## config.mk

```make
export PLATFORM = sky130hd
export DESIGN_NAME = serial_adder_fsm_flat
export DESIGN_NICKNAME = d
export VERILOG_FILES = /design/src/rtl/adder_pkg.sv /design/src/rtl/serial_adder_fsm_if.sv /design/src/rtl/fa_cell.sv /design/src/rtl/serial_adder_fsm.sv /design/src/flat_wrapper.sv
export SDC_FILE = /design/constraint.sdc
export NUM_CORES = 1
export LEC_CHECK = 0
export ABC_AREA = 1
export CAP_MARGIN = 20
export CORE_MARGIN = 2
export CORE_UTILIZATION = 58
export CTS_BUF_LIST = sky130_fd_sc_hd__clkbuf_8
export CTS_CLUSTER_DIAMETER = 50
export DETAILED_ROUTE_END_ITERATION = 6
export PLACE_DENSITY = 0.88
export SETUP_SLACK_MARGIN = 0.15
export SLEW_MARGIN = 20
export SYNTH_ARGS = -nofsm -noshare
export SYNTH_HDL_FRONTEND = slang
export SYNTH_SLANG_ARGS = --single-unit
```

## constraint.sdc

```tcl
create_clock -name clk -period 3.2 [get_ports clk]
set_input_delay 0.32 -clock clk [delete_from_list [all_inputs] [get_ports clk]]
set_output_delay 0.32 -clock clk [all_outputs]
set_load 0.1 [all_outputs]
```

## src/rtl/adder_pkg.sv

```systemverilog
// Shared definitions for the serial arithmetic blocks: state encoding and counter sizing.
package adder_pkg;

  localparam logic [1:0] IDLE = 2'd0;
  localparam logic [1:0] RUN  = 2'd1;
  localparam logic [1:0] DONE = 2'd2;

  typedef enum logic [1:0] {
    ST_IDLE = IDLE,
    ST_RUN  = RUN,
    ST_DONE = DONE
  } state_e;

  // Bit-counter width for a WIDTH-step operation; never narrower than one bit.
  function automatic int unsigned cnt_width(input int unsigned w);
    return (w <= 2) ? 1 : $clog2(w);
  endfunction

endpackage

```

## src/rtl/serial_adder_fsm_if.sv

```systemverilog
// Request/result bundle of the bit-serial adder.
interface serial_adder_fsm_if #(
  parameter int unsigned WIDTH = 8
) ();

  logic             start;
  logic             sub;
  logic [WIDTH-1:0] a;
  logic [WIDTH-1:0] b;
  logic             cin;
  logic             busy;
  logic             done;
  logic [WIDTH-1:0] sum;
  logic             cout;
  logic             ovf;

  modport master (
    output start, sub, a, b, cin,
    input  busy, done, sum, cout, ovf
  );

  modport slave (
    input  start, sub, a, b, cin,
    output busy, done, sum, cout, ovf
  );

endinterface

```

## src/rtl/fa_cell.sv

```systemverilog
// Combinational single-bit full adder.
module fa_cell (
  input  logic a,
  input  logic b,
  input  logic cin,
  output logic s,
  output logic cout
);

  assign s    = a ^ b ^ cin;
  assign cout = (a & b) | (cin & (a ^ b));

endmodule

```

## src/rtl/serial_adder_fsm.sv

```systemverilog
// Bit-serial adder/subtractor: one full-adder cell and a carry flop, LSB first,
// WIDTH RUN cycles per operation, result published only at completion.
module serial_adder_fsm
  import adder_pkg::*;
#(
  parameter int unsigned WIDTH = 8
) (
  input  logic              clk,
  input  logic              rst_n,
  serial_adder_fsm_if.slave bus
);

  localparam int unsigned CW = cnt_width(WIDTH);
  localparam logic [CW-1:0] LAST = CW'(WIDTH - 1);

  state_e           state_q, state_d;
  logic [WIDTH-1:0] sh_a_q, sh_a_d;
  logic [WIDTH-1:0] sh_b_q, sh_b_d;
  logic [WIDTH-2:0] sum_sh_q, sum_sh_d;
  logic             carry_q, carry_d;
  logic [CW-1:0]    cnt_q, cnt_d;
  logic             busy_q, busy_d;
  logic             done_q, done_d;
  logic [WIDTH-1:0] sum_q, sum_d;
  logic             cout_q, cout_d;
  logic             ovf_q, ovf_d;

  logic             fa_s;
  logic             fa_co;
  logic [WIDTH-1:0] sum_next;

  fa_cell u_fa (
    .a   (sh_a_q[0]),
    .b   (sh_b_q[0]),
    .cin (carry_q),
    .s   (fa_s),
    .cout(fa_co)
  );

  // New sum bit enters at the MSB; the full word is complete on the last step.
  assign sum_next = {fa_s, sum_sh_q};

  always_comb begin
    state_d  = state_q;
    sh_a_d   = sh_a_q;
    sh_b_d   = sh_b_q;
    sum_sh_d = sum_sh_q;
    carry_d  = carry_q;
    cnt_d    = cnt_q;
    sum_d    = sum_q;
    cout_d   = cout_q;
    ovf_d    = ovf_q;

    unique case (state_q)
      ST_IDLE: begin
        if (bus.start) begin
          state_d = ST_RUN;
          sh_a_d  = bus.a;
          sh_b_d  = bus.sub ? ~bus.b : bus.b;
          carry_d = bus.sub ? 1'b1 : bus.cin;
          cnt_d   = '0;
        end
      end
      ST_RUN: begin
        sh_a_d   = {1'b0, sh_a_q[WIDTH-1:1]};
        sh_b_d   = {1'b0, sh_b_q[WIDTH-1:1]};
        sum_sh_d = sum_next[WIDTH-1:1];
        carry_d  = fa_co;
        cnt_d    = cnt_q + CW'(1);
        if (cnt_q == LAST) begin
          // carry_q here is the carry into the MSB
          state_d = ST_DONE;
          sum_d   = sum_next;
          cout_d  = fa_co;
          ovf_d   = carry_q ^ fa_co;
          cnt_d   = '0;
        end
      end
      ST_DONE: state_d = ST_IDLE;
      default: state_d = ST_IDLE;
    endcase

    busy_d = (state_d == ST_RUN);
    done_d = (state_d == ST_DONE);
  end

  always_ff @(posedge clk) begin
    if (!rst_n) begin
      state_q  <= ST_IDLE;
      sh_a_q   <= '0;
      sh_b_q   <= '0;
      sum_sh_q <= '0;
      carry_q  <= 1'b0;
      cnt_q    <= '0;
      busy_q   <= 1'b0;
      done_q   <= 1'b0;
      sum_q    <= '0;
      cout_q   <= 1'b0;
      ovf_q    <= 1'b0;
    end else begin
      state_q  <= state_d;
      sh_a_q   <= sh_a_d;
      sh_b_q   <= sh_b_d;
      sum_sh_q <= sum_sh_d;
      carry_q  <= carry_d;
      cnt_q    <= cnt_d;
      busy_q   <= busy_d;
      done_q   <= done_d;
      sum_q    <= sum_d;
      cout_q   <= cout_d;
      ovf_q    <= ovf_d;
    end
  end

  assign bus.busy = busy_q;
  assign bus.done = done_q;
  assign bus.sum  = sum_q;
  assign bus.cout = cout_q;
  assign bus.ovf  = ovf_q;

endmodule

```

## src/flat_wrapper.sv

```systemverilog
// flat-port wrapper written by rule: the top's interface ports become plain ports
module serial_adder_fsm_flat import adder_pkg::*;
#(
  parameter int unsigned WIDTH = 8
)
  (clk, rst_n, bus_start, bus_sub, bus_a, bus_b, bus_cin, bus_busy, bus_done, bus_sum, bus_cout, bus_ovf);
  serial_adder_fsm_if #(.WIDTH(WIDTH)) bus_i ();
  input  logic clk;
  input  logic rst_n;
  input wire logic [$bits(bus_i.start)-1:0] bus_start;
  input wire logic [$bits(bus_i.sub)-1:0] bus_sub;
  input wire logic [$bits(bus_i.a)-1:0] bus_a;
  input wire logic [$bits(bus_i.b)-1:0] bus_b;
  input wire logic [$bits(bus_i.cin)-1:0] bus_cin;
  output wire logic [$bits(bus_i.busy)-1:0] bus_busy;
  output wire logic [$bits(bus_i.done)-1:0] bus_done;
  output wire logic [$bits(bus_i.sum)-1:0] bus_sum;
  output wire logic [$bits(bus_i.cout)-1:0] bus_cout;
  output wire logic [$bits(bus_i.ovf)-1:0] bus_ovf;
  assign bus_i.start = bus_start;
  assign bus_i.sub = bus_sub;
  assign bus_i.a = bus_a;
  assign bus_i.b = bus_b;
  assign bus_i.cin = bus_cin;
  assign bus_busy = bus_i.busy;
  assign bus_done = bus_i.done;
  assign bus_sum = bus_i.sum;
  assign bus_cout = bus_i.cout;
  assign bus_ovf = bus_i.ovf;
  serial_adder_fsm #(.WIDTH(WIDTH)) u_core (.clk(clk), .rst_n(rst_n), .bus(bus_i));
endmodule
```

==> out/results.tsv <==
metric	value	unit
Fin. Hold Viols	0	
CTS root buf	clkbuf_8	
max-slew violations	0	
DRT iter0 DRCs	105	
setup TNS	0	ns
Core ar.	0.00300	mm^2
power per cell area	491	mW/mm^2
Sw Share	0.234	
endpoint of the worst hold path	u_core.bus.sum[0]	
GRT overflow	0	
peak supply drop	0.356	mV
commonest non-fill, non-tap cells in the layout	70 x nor2_1, 61 x nand2_1, 41 x dfxtp_1	
Buf+Inv Stages, Crit Path	1	
FF-to-FF setup slack	1.31	ns
# DRC	0	
clk sinks	41	
Die Y-Extent	59.8	um
Final nets	320	
DR vias	1649	
#FFs+latches synth	41	
H-tree depth	2	
Clk Latency, worst-skew pair	0.29	ns
syn avg cell area	6.78	um^2
Post-Syn Instances	266	
sequential share of power	0.500	
die width	59.8	um
Max Clk Rate	478	MHz
Tcrit/Tclk final	0.654	
DR WL/cell	10.8	um
share of cells above drive strength 1	0.0471	
clock power share	0.381	
RePlAce Congestion	0.803	
nature of the critical path startpoint	flop	
clock skew	0.00734	ns
hold_buf cts	0	
Yosys top cell area share	0.455	
fin crit period	2.09	ns
RSZ-0062 raised after global routing	no	
Ports	33	
Detailed Route WL	3.56	mm
All-Layer GR Usage	0.222	
Synth area leader	dfxtp_1	
setup ws final	1.11	ns
worst path arrival time	1.77	ns
Slew @ Worst Pin	0.982	ns
Final HPWL DP	2.46	mm
Hold WC Path Type	reg -> reg	
slowest cell delay on critical path	1.13	ns
Via density	5.00	
area of the multi-input gates	830	um^2
hold_sp	u_core.sum_sh_q[0]	
register area	821	um^2
YS warnings	0	
NetSw	0.257	mW
Placed Instances	322	
WHS Path Cells	2	
Port Buffers	32	
r2r endpoint	u_core.bus.sum[4]	
commonest non-fill, non-tap cell in the layout	nor2_1	
status	finished, final reports clean	
Routed Antenna Nets	0	
combinational power share	0.120	
Setup crit end kind	output port	
fill cell count	238	
Slew headroom	0.343	
cts bufs inserted	5	
critical path required time	2.88	ns
delay-heaviest family, CP	buffers and inverters	
register area share after synthesis	0.455	
Reg2Reg Depth	7	
CTS tree	built	
ant diodes	0	
post-CTS sizing	0	
Crit Reg-Reg Startpoint	u_core.cnt_q[0]	
DR pass1 iterations	4	
Rows	20	
ranking of synthesized cells by area	dfxtp_1 45%, nor2_1 15%, nand2_1 13%	
Netlist Area Pre-Place	0.00180	mm^2
max cap viols	0	
P_int	0.840	mW
number of library cell types mapped by synthesis	19	
Synth Net Count	290	
initial antenna violation count	0	
pre-CTS WS	1.10	ns
first-pass GRT wire length	6.03	mm
Initial Util	0.601	
CP Cell Sequence	clkdlybuf4s50_1	
CP Max Fanout	2	
setup bufs post-CTS	0	
Bufs on Longest Clock Path	2	
final setup violating endpoints	0	
die area	0.00357	mm^2
Layout Cells excl Fill	330	
largest net degree at the start of global routing	28	
Clock transition at path regs	0.08	ns
vias in the first global route	1463	
Hold WS	0.460	ns
leakage power	1.05	nW
Core Util, Final	0.744	
CP max-delay cell	clkdlybuf4s50_1	
Crit Path Category	reg -> out	
area grow syn2layout	23.8	%
==> worst reg2reg max path, stage by stage, from the launching register on <==
cell and delay, ns:
dfxtp_1 0.36, ha_1 0.16, ha_1 0.16, nand2_1 0.07, nor2_1 0.61, inv_2 0.21, nor2_1 0.17, nor2_1 0.06
==> metrics by stage <==
| step | area (um^2) | power (mW) |
|---|---|---|
| 3_3_place_gp | 2120 | 0.686 |
| 4_1_cts | 2230 | 1.10 |
| 3_5_place_dp | 2120 | 0.690 |
| 5_1_grt | 2230 | 1.14 |
| 6_report | 2230 | 1.10 |
| 2_1_floorplan | 1800 | 0.647 |
==> sequential cells by signal (all words and copies together), names as in the netlist <==
register	count
u_core.bus.sum	8
u_core.sh_a_q	8
u_core.sh_b_q	8
u_core.sum_sh_q	7
u_core.cnt_q	3
u_core.state_q	2
u_core.bus.busy	1
u_core.bus.cout	1
u_core.bus.done	1
u_core.bus.ovf	1
u_core.carry_q	1
==> worst max path at each step <==
stage,depth (start not counted),startpoint,endpoint,slack [ns]
2_1_floorplan,2,u_core.bus.ovf,u_core.bus.ovf,1.88
3_3_place_gp,6,rst_n,u_core.sh_b_q[7],1.19
3_5_place_dp,6,rst_n,u_core.sh_b_q[7],1.10
4_1_cts,1,u_core.bus.sum[1],bus_sum[1],1.11
5_1_grt,7,u_core.cnt_q[0],u_core.bus.sum[2],1.05
6_report,1,u_core.bus.sum[1],bus_sum[1],1.11
==> synth_stat cells (all sizes together) <==
master and instances:
a21oi 8, buf 8, clkbuf 2, clkinv 1, dfxtp 41, fa 1, ha 2, inv 25
nand2 63, nand3 22, nor2 72, o21ai 19, xnor2 2
==> cell type report <==
cell class | instances | area share
sequential | 41 | 0.368
timing repair buffer | 33 | 0.147
tap | 33 | 0.0185
multi-input combinational | 189 | 0.371
clock inverter | 2 | 0.0151
clock buffer | 6 | 0.0370
inverter | 26 | 0.0437
==> kinds of logic after synthesis <==
logic type                 Yosys count  share of synthesized area
AOI/OAI and AO/OA                   27                     0.0749
xor gates and xnor gates             2                    0.00971
adders and majority gates            3                     0.0250
buffers and inverters               36                     0.0853
DFF                                 41                      0.455
and+or+nand+nor                    157                      0.350
==> power groups by stage <==
| stage | Clock (mW) | Combinational (mW) | Sequential [mW] |
|---|---|---|---|
| after CTS | 0.421 | 0.131 | 0.547 |
| after detailed placement | 0 | 0.131 | 0.559 |
| final | 0.417 | 0.131 | 0.548 |
| after global placement | 0 | 0.128 | 0.558 |
| after global routing | 0.439 | 0.149 | 0.550 |
| after floorplan | 0 | 0.0844 | 0.562 |
==> layer usage <==
layer	share of wire	global-route usage	vias to the layer above
li1	-	-	879
met1	0.47	0.268	730
met2	0.47	0.382	34
met3	0.038	0.0498	6
met4	0.014	0.0857	0
met5	0	0	-
No activity file was read; power rests on OpenSTA's default activity.
